==> config.mk <==
export PLATFORM = sky130hd
export DESIGN_NAME = jtag_tap_oversampled_flat
export DESIGN_NICKNAME = d
export VERILOG_FILES = /design/src/rtl/jtag_tap_oversampled_pkg.sv /design/src/rtl/jtag_tap_oversampled_if.sv /design/src/rtl/jtag_tap_oversampled_pin_sync.sv /design/src/rtl/jtag_tap_oversampled.sv /design/src/flat_wrapper.sv
export SDC_FILE = /design/constraint.sdc
export NUM_CORES = 1
export LEC_CHECK = 0
export BUFFER_PORTS_ARGS = -buffer_cell sky130_fd_sc_hd__clkbuf_2
export CAP_MARGIN = 20
export CORE_ASPECT_RATIO = 1.4
export CORE_UTILIZATION = 30
export DETAILED_ROUTE_END_ITERATION = 10
export HOLD_SLACK_MARGIN = 0.05
export PLACE_DENSITY_LB_ADDON = 0.25
export RECOVER_POWER = 100
export SLEW_MARGIN = 20
export SYNTH_ARGS = -nofsm -noshare
export SYNTH_HDL_FRONTEND = slang
export SYNTH_SLANG_ARGS = --single-unit
==> constraint.sdc <==
create_clock -name wb_clk_i -period 3.8 [get_ports wb_clk_i]
set_clock_uncertainty 0.05 [all_clocks]
set_input_delay 0.38 -clock wb_clk_i [delete_from_list [all_inputs] [get_ports wb_clk_i]]
set_output_delay 0.38 -clock wb_clk_i [all_outputs]
set_load 0.02 [all_outputs]
==> src/rtl/jtag_tap_oversampled_pkg.sv <==
// Shared TAP definitions: 1149.1 state encoding, instruction opcodes,
// the IR capture pattern and the instruction-to-data-register decode.
// Optional feature macro: JTAG_TAP_USERCODE_EN (opcode 4'h3 selects USERCODE).
package jtag_tap_pkg;

  typedef enum logic [3:0] {
    TEST_LOGIC_RESET = 4'hF,
    RUN_TEST_IDLE    = 4'hC,
    SELECT_DR_SCAN   = 4'h7,
    CAPTURE_DR       = 4'h6,
    SHIFT_DR         = 4'h2,
    EXIT1_DR         = 4'h1,
    PAUSE_DR         = 4'h3,
    EXIT2_DR         = 4'h0,
    UPDATE_DR        = 4'h5,
    SELECT_IR_SCAN   = 4'h4,
    CAPTURE_IR       = 4'hE,
    SHIFT_IR         = 4'hA,
    EXIT1_IR         = 4'h9,
    PAUSE_IR         = 4'hB,
    EXIT2_IR         = 4'h8,
    UPDATE_IR        = 4'hD
  } tap_state_e;

  localparam logic [3:0] INSTR_EXTEST         = 4'h0;
  localparam logic [3:0] INSTR_SAMPLE_PRELOAD = 4'h1;
  localparam logic [3:0] INSTR_IDCODE         = 4'h2;
  localparam logic [3:0] INSTR_USERCODE       = 4'h3;
  localparam logic [3:0] INSTR_DEBUG          = 4'h8;
  localparam logic [3:0] INSTR_BYPASS         = 4'hF;

  // Fixed pattern loaded into the IR shift register in Capture-IR.
  localparam logic [3:0] IR_CAPTURE = 4'b0101;

  typedef enum logic [1:0] {
    DR_BYPASS   = 2'd0,
    DR_IDCODE   = 2'd1,
    DR_USERCODE = 2'd2,
    DR_DEBUG    = 2'd3
  } dr_sel_e;

  // Map an instruction to the data register it selects; anything without
  // a dedicated register (including EXTEST/SAMPLE_PRELOAD) is BYPASS.
  function automatic dr_sel_e decode_instr(input logic [3:0] ir);
    dr_sel_e sel;
    case (ir)
      INSTR_IDCODE:   sel = DR_IDCODE;
`ifdef JTAG_TAP_USERCODE_EN
      INSTR_USERCODE: sel = DR_USERCODE;
`endif
      INSTR_DEBUG:    sel = DR_DEBUG;
      default:        sel = DR_BYPASS;
    endcase
    return sel;
  endfunction

endpackage

==> src/rtl/jtag_tap_oversampled_if.sv <==
// Pad-side and debug-side signals of the oversampled TAP. The TAP itself
// uses the slave modport; the pads/debug unit side uses master.
interface jtag_tap_oversampled_if;
  logic tck_pad_i;
  logic tms_pad_i;
  logic tdi_pad_i;
  logic tdo_pad_o;
  logic tdo_oe_o;
  logic test_logic_reset_o;
  logic debug_select_o;
  logic shift_dr_o;
  logic capture_dr_o;
  logic update_dr_o;
  logic pause_dr_o;
  logic debug_tdi_o;
  logic debug_tdo_i;

  modport slave (
    input  tck_pad_i, tms_pad_i, tdi_pad_i, debug_tdo_i,
    output tdo_pad_o, tdo_oe_o, test_logic_reset_o, debug_select_o,
           shift_dr_o, capture_dr_o, update_dr_o, pause_dr_o, debug_tdi_o
  );

  modport master (
    output tck_pad_i, tms_pad_i, tdi_pad_i, debug_tdo_i,
    input  tdo_pad_o, tdo_oe_o, test_logic_reset_o, debug_select_o,
           shift_dr_o, capture_dr_o, update_dr_o, pause_dr_o, debug_tdi_o
  );
endinterface

==> src/rtl/jtag_tap_oversampled_pin_sync.sv <==
// Brings tck/tms/tdi into the system clock domain through equal-depth
// synchronisers so tms/tdi stay aligned with the detected tck edges.
module jtag_pin_sync (
  input  logic clk,
  input  logic rst,
  input  logic tck_pad,
  input  logic tms_pad,
  input  logic tdi_pad,
  output logic tck_rise,
  output logic tck_fall,
  output logic tms_s,
  output logic tdi_s
);

  logic [1:0] tck_sync_r;
  logic [1:0] tms_sync_r;
  logic [1:0] tdi_sync_r;
  logic       tck_d_r;

  // Two-flop synchronisers plus one tck history flop for edge detection.
  always_ff @(posedge clk) begin
    if (rst) begin
      tck_sync_r <= 2'b00;
      tms_sync_r <= 2'b00;
      tdi_sync_r <= 2'b00;
      tck_d_r    <= 1'b0;
    end else begin
      tck_sync_r <= {tck_sync_r[0], tck_pad};
      tms_sync_r <= {tms_sync_r[0], tms_pad};
      tdi_sync_r <= {tdi_sync_r[0], tdi_pad};
      tck_d_r    <= tck_sync_r[1];
    end
  end

  assign tck_rise = tck_sync_r[1] & ~tck_d_r;
  assign tck_fall = ~tck_sync_r[1] & tck_d_r;
  assign tms_s    = tms_sync_r[1];
  assign tdi_s    = tdi_sync_r[1];

endmodule

==> src/rtl/jtag_tap_oversampled.sv <==
// IEEE 1149.1 TAP responder running entirely in the wb_clk_i domain.
// tck is oversampled; every register update happens on a detected tck edge.
// Optional feature macro: JTAG_TAP_USERCODE_EN adds the USERCODE register.
module jtag_tap_oversampled
  import jtag_tap_pkg::*;
#(
  parameter int unsigned IR_WIDTH       = 4,
  parameter logic [31:0] IDCODE_VALUE   = 32'h149511C3,
  parameter logic [31:0] USERCODE_VALUE = 32'h00000000
) (
  input logic                   wb_clk_i,
  input logic                   wb_rst_i,
  jtag_tap_oversampled_if.slave tap
);

  logic                tck_rise_s, tck_fall_s, tms_s, tdi_s;
  tap_state_e          state_r, state_next_s;
  logic [IR_WIDTH-1:0] ir_r, ir_next_s, ir_shift_r;
  logic [31:0]         dr_shift_r;
  logic                bypass_r;
  dr_sel_e             dr_sel_s;
  logic                tdo_r, tdo_oe_r, tlr_r, debug_select_r;
  logic                shift_dr_r, capture_dr_r, update_dr_r, pause_dr_r, debug_tdi_r;

  jtag_pin_sync u_pin_sync (
    .clk      (wb_clk_i),
    .rst      (wb_rst_i),
    .tck_pad  (tap.tck_pad_i),
    .tms_pad  (tap.tms_pad_i),
    .tdi_pad  (tap.tdi_pad_i),
    .tck_rise (tck_rise_s),
    .tck_fall (tck_fall_s),
    .tms_s    (tms_s),
    .tdi_s    (tdi_s)
  );

`ifdef JTAG_TAP_USERCODE_EN
`else
  logic unused_usercode_s;
  assign unused_usercode_s = ^USERCODE_VALUE;
`endif

  assign dr_sel_s = decode_instr(4'(ir_r));

  // TAP state register.
  always_ff @(posedge wb_clk_i) begin
    if (wb_rst_i) state_r <= TEST_LOGIC_RESET;
    else          state_r <= state_next_s;
  end

  // Standard 1149.1 transitions, taken only on a tck rise.
  always_comb begin
    state_next_s = state_r;
    if (tck_rise_s) begin
      case (state_r)
        TEST_LOGIC_RESET: state_next_s = tms_s ? TEST_LOGIC_RESET : RUN_TEST_IDLE;
        RUN_TEST_IDLE:    state_next_s = tms_s ? SELECT_DR_SCAN   : RUN_TEST_IDLE;
        SELECT_DR_SCAN:   state_next_s = tms_s ? SELECT_IR_SCAN   : CAPTURE_DR;
        CAPTURE_DR:       state_next_s = tms_s ? EXIT1_DR         : SHIFT_DR;
        SHIFT_DR:         state_next_s = tms_s ? EXIT1_DR         : SHIFT_DR;
        EXIT1_DR:         state_next_s = tms_s ? UPDATE_DR        : PAUSE_DR;
        PAUSE_DR:         state_next_s = tms_s ? EXIT2_DR         : PAUSE_DR;
        EXIT2_DR:         state_next_s = tms_s ? UPDATE_DR        : SHIFT_DR;
        UPDATE_DR:        state_next_s = tms_s ? SELECT_DR_SCAN   : RUN_TEST_IDLE;
        SELECT_IR_SCAN:   state_next_s = tms_s ? TEST_LOGIC_RESET : CAPTURE_IR;
        CAPTURE_IR:       state_next_s = tms_s ? EXIT1_IR         : SHIFT_IR;
        SHIFT_IR:         state_next_s = tms_s ? EXIT1_IR         : SHIFT_IR;
        EXIT1_IR:         state_next_s = tms_s ? UPDATE_IR        : PAUSE_IR;
        PAUSE_IR:         state_next_s = tms_s ? EXIT2_IR         : PAUSE_IR;
        EXIT2_IR:         state_next_s = tms_s ? UPDATE_IR        : SHIFT_IR;
        UPDATE_IR:        state_next_s = tms_s ? SELECT_DR_SCAN   : RUN_TEST_IDLE;
        default:          state_next_s = TEST_LOGIC_RESET;
      endcase
    end else begin
      state_next_s = state_r;
    end
  end

  // IR returns to IDCODE whenever the FSM enters Test-Logic-Reset.
  always_comb begin
    ir_next_s = ir_r;
    if (tck_rise_s && state_next_s == TEST_LOGIC_RESET) begin
      ir_next_s = IR_WIDTH'(INSTR_IDCODE);
    end else if (tck_rise_s && state_r == UPDATE_IR) begin
      ir_next_s = ir_shift_r;
    end else begin
      ir_next_s = ir_r;
    end
  end

  // Instruction register and its DEBUG decode, updated together.
  always_ff @(posedge wb_clk_i) begin
    if (wb_rst_i) begin
      ir_r           <= IR_WIDTH'(INSTR_IDCODE);
      debug_select_r <= 1'b0;
    end else begin
      ir_r           <= ir_next_s;
      debug_select_r <= (4'(ir_next_s) == INSTR_DEBUG);
    end
  end

  // IR shift register: capture pattern, then shift right with TDI at the MSB.
  always_ff @(posedge wb_clk_i) begin
    if (wb_rst_i) begin
      ir_shift_r <= '0;
    end else if (tck_rise_s) begin
      case (state_r)
        CAPTURE_IR: ir_shift_r <= IR_WIDTH'(IR_CAPTURE);
        SHIFT_IR:   ir_shift_r <= {tdi_s, ir_shift_r[IR_WIDTH-1:1]};
        default:    ir_shift_r <= ir_shift_r;
      endcase
    end
  end

  // Data registers; DEBUG leaves capture/shift to the debug unit.
  always_ff @(posedge wb_clk_i) begin
    if (wb_rst_i) begin
      dr_shift_r <= 32'h0000_0000;
      bypass_r   <= 1'b0;
    end else if (tck_rise_s && state_r == CAPTURE_DR) begin
      case (dr_sel_s)
        DR_IDCODE:   dr_shift_r <= IDCODE_VALUE;
`ifdef JTAG_TAP_USERCODE_EN
        DR_USERCODE: dr_shift_r <= USERCODE_VALUE;
`endif
        DR_DEBUG:    dr_shift_r <= dr_shift_r;
        default:     bypass_r   <= 1'b0;
      endcase
    end else if (tck_rise_s && state_r == SHIFT_DR) begin
      case (dr_sel_s)
        DR_IDCODE, DR_USERCODE: dr_shift_r <= {tdi_s, dr_shift_r[31:1]};
        DR_DEBUG:               dr_shift_r <= dr_shift_r;
        default:                bypass_r   <= tdi_s;
      endcase
    end
  end

  // TDO and its enable change on tck fall; TDO holds outside shift states.
  always_ff @(posedge wb_clk_i) begin
    if (wb_rst_i) begin
      tdo_r    <= 1'b0;
      tdo_oe_r <= 1'b0;
    end else if (tck_fall_s) begin
      case (state_r)
        SHIFT_IR: begin
          tdo_r    <= ir_shift_r[0];
          tdo_oe_r <= 1'b1;
        end
        SHIFT_DR: begin
          case (dr_sel_s)
            DR_DEBUG:               tdo_r <= tap.debug_tdo_i;
            DR_IDCODE, DR_USERCODE: tdo_r <= dr_shift_r[0];
            default:                tdo_r <= bypass_r;
          endcase
          tdo_oe_r <= 1'b1;
        end
        default: tdo_oe_r <= 1'b0;
      endcase
    end
  end

  // One-cycle strobes for the rise processed in each state, plus state flags.
  always_ff @(posedge wb_clk_i) begin
    if (wb_rst_i) begin
      shift_dr_r   <= 1'b0;
      capture_dr_r <= 1'b0;
      update_dr_r  <= 1'b0;
      debug_tdi_r  <= 1'b0;
      tlr_r        <= 1'b1;
      pause_dr_r   <= 1'b0;
    end else begin
      shift_dr_r   <= tck_rise_s && (state_r == SHIFT_DR);
      capture_dr_r <= tck_rise_s && (state_r == CAPTURE_DR);
      update_dr_r  <= tck_rise_s && (state_r == UPDATE_DR);
      if (tck_rise_s && state_r == SHIFT_DR) debug_tdi_r <= tdi_s;
      tlr_r        <= (state_next_s == TEST_LOGIC_RESET);
      pause_dr_r   <= (state_next_s == PAUSE_DR);
    end
  end

  assign tap.tdo_pad_o          = tdo_r;
  assign tap.tdo_oe_o           = tdo_oe_r;
  assign tap.test_logic_reset_o = tlr_r;
  assign tap.debug_select_o     = debug_select_r;
  assign tap.shift_dr_o         = shift_dr_r;
  assign tap.capture_dr_o       = capture_dr_r;
  assign tap.update_dr_o        = update_dr_r;
  assign tap.pause_dr_o         = pause_dr_r;
  assign tap.debug_tdi_o        = debug_tdi_r;

endmodule

==> src/flat_wrapper.sv <==
// flat-port wrapper written by rule: the top's interface ports become plain ports
module jtag_tap_oversampled_flat import jtag_tap_pkg::*;
#(
  parameter int unsigned IR_WIDTH       = 4,
  parameter logic [31:0] IDCODE_VALUE   = 32'h149511C3,
  parameter logic [31:0] USERCODE_VALUE = 32'h00000000
)
  (wb_clk_i, wb_rst_i, tap_tck_pad_i, tap_tms_pad_i, tap_tdi_pad_i, tap_debug_tdo_i, tap_tdo_pad_o, tap_tdo_oe_o, tap_test_logic_reset_o, tap_debug_select_o, tap_shift_dr_o, tap_capture_dr_o, tap_update_dr_o, tap_pause_dr_o, tap_debug_tdi_o);
  jtag_tap_oversampled_if tap_i ();
  input logic wb_clk_i;
  input logic wb_rst_i;
  input wire logic [$bits(tap_i.tck_pad_i)-1:0] tap_tck_pad_i;
  input wire logic [$bits(tap_i.tms_pad_i)-1:0] tap_tms_pad_i;
  input wire logic [$bits(tap_i.tdi_pad_i)-1:0] tap_tdi_pad_i;
  input wire logic [$bits(tap_i.debug_tdo_i)-1:0] tap_debug_tdo_i;
  output wire logic [$bits(tap_i.tdo_pad_o)-1:0] tap_tdo_pad_o;
  output wire logic [$bits(tap_i.tdo_oe_o)-1:0] tap_tdo_oe_o;
  output wire logic [$bits(tap_i.test_logic_reset_o)-1:0] tap_test_logic_reset_o;
  output wire logic [$bits(tap_i.debug_select_o)-1:0] tap_debug_select_o;
  output wire logic [$bits(tap_i.shift_dr_o)-1:0] tap_shift_dr_o;
  output wire logic [$bits(tap_i.capture_dr_o)-1:0] tap_capture_dr_o;
  output wire logic [$bits(tap_i.update_dr_o)-1:0] tap_update_dr_o;
  output wire logic [$bits(tap_i.pause_dr_o)-1:0] tap_pause_dr_o;
  output wire logic [$bits(tap_i.debug_tdi_o)-1:0] tap_debug_tdi_o;
  assign tap_i.tck_pad_i = tap_tck_pad_i;
  assign tap_i.tms_pad_i = tap_tms_pad_i;
  assign tap_i.tdi_pad_i = tap_tdi_pad_i;
  assign tap_i.debug_tdo_i = tap_debug_tdo_i;
  assign tap_tdo_pad_o = tap_i.tdo_pad_o;
  assign tap_tdo_oe_o = tap_i.tdo_oe_o;
  assign tap_test_logic_reset_o = tap_i.test_logic_reset_o;
  assign tap_debug_select_o = tap_i.debug_select_o;
  assign tap_shift_dr_o = tap_i.shift_dr_o;
  assign tap_capture_dr_o = tap_i.capture_dr_o;
  assign tap_update_dr_o = tap_i.update_dr_o;
  assign tap_pause_dr_o = tap_i.pause_dr_o;
  assign tap_debug_tdi_o = tap_i.debug_tdi_o;
  jtag_tap_oversampled #(.IR_WIDTH(IR_WIDTH), .IDCODE_VALUE(IDCODE_VALUE), .USERCODE_VALUE(USERCODE_VALUE)) u_core (.wb_clk_i(wb_clk_i), .wb_rst_i(wb_rst_i), .tap(tap_i));
endmodule
==> impl_results.md <==
* Synth cell types at 41
* # diodes at 0
* Clock Tree Root: clkbuf_8
* Top_reg_cell synth: dfxtp_1
* Global-route wire length before repair at around 8400 um
* Post-synthesis mux area share at 0.0242
* Critical path startpoint category: input port
* Vias at between 1500 and 2000
* Initial Util at 0.315
* Yosys top cell area share at 0.492
* Worst flop-to-flop path startpoint: u_core.ir_r[1]
* Tcrit/Tclk final at 0.595
* Worst setup EP type: flip-flop
* Drt first pass iters at 4
* Fin Hold WS at 0.203 ns
* CTS H-tree depth at 3
* Post-CTS setup buffer count at 0
* HP Start: tap_tms_pad_i
* Max frequency at about 440 MHz
* EDFF count, synth at 0
* Hold path depth at 2
* Synth Area in Compound Gates at 0.104
* Fin area at about 2800 um^2
* Area delta synth->final at 11.0%
* Global route overflow at 0
* Worst-Margin Slew at 2.32 ns
* Flop-to-flop setup slack at ~1.7 ns
* DIE AREA at approximately 8700 um^2
* Post-synthesis xor/xnor area fraction at 0.00353
* Largest net degree at the start of global routing at 58
* Max Cap Viol at 1
* Critical path's slowest cell: clkbuf_1
* Worst-skew pair later-pin latency at roughly 0.33 ns
* ANT nets after route at 0
* Synth async-reset ratio at 0
* Lkg Pwr at 0.862 nW
* Placement row count at 38
* Core ar. at 7890 um^2
* CP Class: in2reg
* Longest Clk Path Bufs at 2
* Number of buffers added on ports at 14
* Place WS at ~1.8 ns
* Path depth of the worst reg2reg path at 5
* Crit path buf inv count at 1
* Synth Area in Adders at 0
* Synth area leader: dfxtp_1
* DR vias/cell at roughly 5
* Critical path arrival at about 2.4 ns
* CP Data Required Time at 3.97 ns
* FF-to-FF End: u_core.dr_shift_r[28]
* Sequential area share after synthesis at 0.492
* RSZ-0062 raised after global routing: false
* Hold Path Class: in2reg
* Synth area leaders: dfxtp_1 (49%), nand3b_1 (7.0%), a21oi_1 (5.0%)
* Worst slew margin at -0.549
* Combinational family with the most area after synthesis: simple AND/OR/NAND/NOR gates
* Post-synth net total at about 280
* Nets at ~290
* # IOs at 15
* Die height at 110 um
* P per Cell Area at approximately 420 nW/um^2
* Cell Area, Synth at about 2500 um^2
* Util after Layout at 0.349
* Outcome: finished, violations left
* Post-synthesis cell count at roughly 280
* Ys Warns at 0
* Chip width at just under 80 um
* Post-DP HPWL at 2980 um
* Crit path cell chain: clkbuf_1, nand2b_1, nor2_1
* Crit-path max cell delay at 1.62 ns
* Worst VDD drop at 156 uV
* DRC Markers at 0
* # hold bufs at CTS at 0
* Final setup violation count at 0
* Setup TNS at 0 ns
* Vias in the first global route at between 1500 and 2000
* Failing checks: capacitance limit, slew limit
* Synth Area in Simple Gates at 0.331
* Initial antenna violation count at 0
* Initial drt markers at 79
* FF+latch count, synth at 61
* Clock slew at reported path FFs at about 0.07 ns
* WL final at just under 5000 um
* Tmin final at 2.26 ns
* Hold EP: u_core.u_pin_sync.tms_sync_r[0]
* Mean Syn Cell Area at 8.97 um^2
* Final hold vios at 0
* Post-cts gate resize count at 0
* WL per Instance at about 13 um
* Final Max Slew Viols at 58
* CP Max Fanout at 57
* Tot GR Track Use at 0.127
* Setup WS post-layout at ~1.5 ns
* Inserted Clock Buffers at 9
* Dpl cell area at 2610 um^2
* Clk sink count at 61
* CP top delay family: buffers and inverters
* Routability Congestion at between 0.7 and 0.8
* CTS tree: done
* Fraction of layout cells with a size suffix above 1 at 0.122
[worst max-delay path by stage]
stage	start	to	slack (ns)	cells past startpoint
2_1_floorplan	u_core.ir_r[2]	u_core.dr_shift_r[12]	1.95	6
3_3_place_gp	u_core.ir_r[1]	u_core.dr_shift_r[26]	1.76	5
3_5_place_dp	u_core.ir_r[1]	u_core.dr_shift_r[26]	1.76	5
4_1_cts	u_core.ir_r[1]	u_core.dr_shift_r[26]	1.73	5
5_1_grt	wb_rst_i	u_core.ir_r[1]	1.20	3
6_report	wb_rst_i	u_core.ir_r[0]	1.54	3
[cell usage in the layout (no fill, tap or decap), types with 2 or more instances in the layout]
master     netlist  layout
dfxtp_1         61      61
nand2_1         29      29
a21oi_1         25      25
nand3b_1        23      23
nor2_1          22      22
nor3_1          20      20
clkbuf_1        17      12
nor2b_1         11      11
nor3_2          10      10
clkbuf_8         0       9
nand2b_1         6       6
mux2i_1          6       6
o21ai_0          4       4
clkinv_2         0       4
clkbuf_2         0       4
and3_1           3       3
nor4b_1          3       3
inv_1            3       3
buf_4            0       3
or4_1            2       2
nor4bb_1         2       2
o21bai_1         2       2
a2111oi_0        2       2
[power by group]
group / switching [mW] / internal, mW
registers: 0.00606 / 0.645
logic: 0.0212 / 0.0123
clock network: 0.246 / 0.232
total: 0.273 / 0.889
[cell usage after synthesis, types with 2 or more instances]
cell / n
a2111oi_0: 2
a21oi_1: 25
and3_1: 3
buf_2: 5
clkbuf_1: 17
dfxtp_1: 61
inv_1: 3
mux2i_1: 6
nand2_1: 29
nand2b_1: 6
nand3b_1: 23
nor2_1: 22
nor2b_1: 11
nor3_1: 20
nor3_2: 10
nor4b_1: 3
nor4bb_1: 2
o21ai_0: 4
o21bai_1: 2
or4_1: 2
[logic make-up after synthesis]
| group | Yosys count |
|---|---|
| mux | 6 |
| compound gates | 43 |
| flops | 61 |
| buf+inv | 26 |
| simple gates | 140 |
| xor+xnor | 1 |
[registers in the layout, indices dropped and copies added, names as in the netlist]
| register | cells |
|---|---|
| u_core.u_pin_sync.tck_sync_r | 2 |
| u_core.tap.pause_dr_o | 1 |
| u_core.tap.update_dr_o | 1 |
| u_core.tap.test_logic_reset_o | 1 |
| u_core.tap.debug_select_o | 1 |
| u_core.bypass_r | 1 |
| u_core.u_pin_sync.tms_sync_r | 2 |
| u_core.tap.shift_dr_o | 1 |
| u_core.state_r | 4 |
| u_core.u_pin_sync.tck_d_r | 1 |
| u_core.u_pin_sync.tdi_sync_r | 2 |
| u_core.tap.tdo_oe_o | 1 |
| u_core.tap.capture_dr_o | 1 |
| u_core.ir_r | 4 |
| u_core.ir_shift_r | 4 |
| u_core.tap.debug_tdi_o | 1 |
| u_core.tap.tdo_pad_o | 1 |
| u_core.dr_shift_r | 32 |
[area by class of cell]
cell class / instances / area [um^2]
fill: 867 / 5140
sequential: 61 / 1220
multi-input combinational: 190 / 1160
clock buffer: 11 / 131
tap: 100 / 125
timing repair buffer: 17 / 80.1
clock inverter: 5 / 27.5
inverter: 3 / 11.3
[per-layer routing]
layer	vias up	track usage	wire length (um)
met1	920	0.144	2340
met2	34	0.209	2270
met5	-	0	0
met3	9	0.0382	182
li1	970	-	-
met4	0	0.0779	124
[metrics by stage]
stage	total power, mW	instances
floorplan	0.690	277
global placement	0.700	371
detailed placement	0.700	371
CTS	1.18	387
global route	1.22	387
finish	1.16	387
Note: power is estimated with default switching activity, not from simulation.
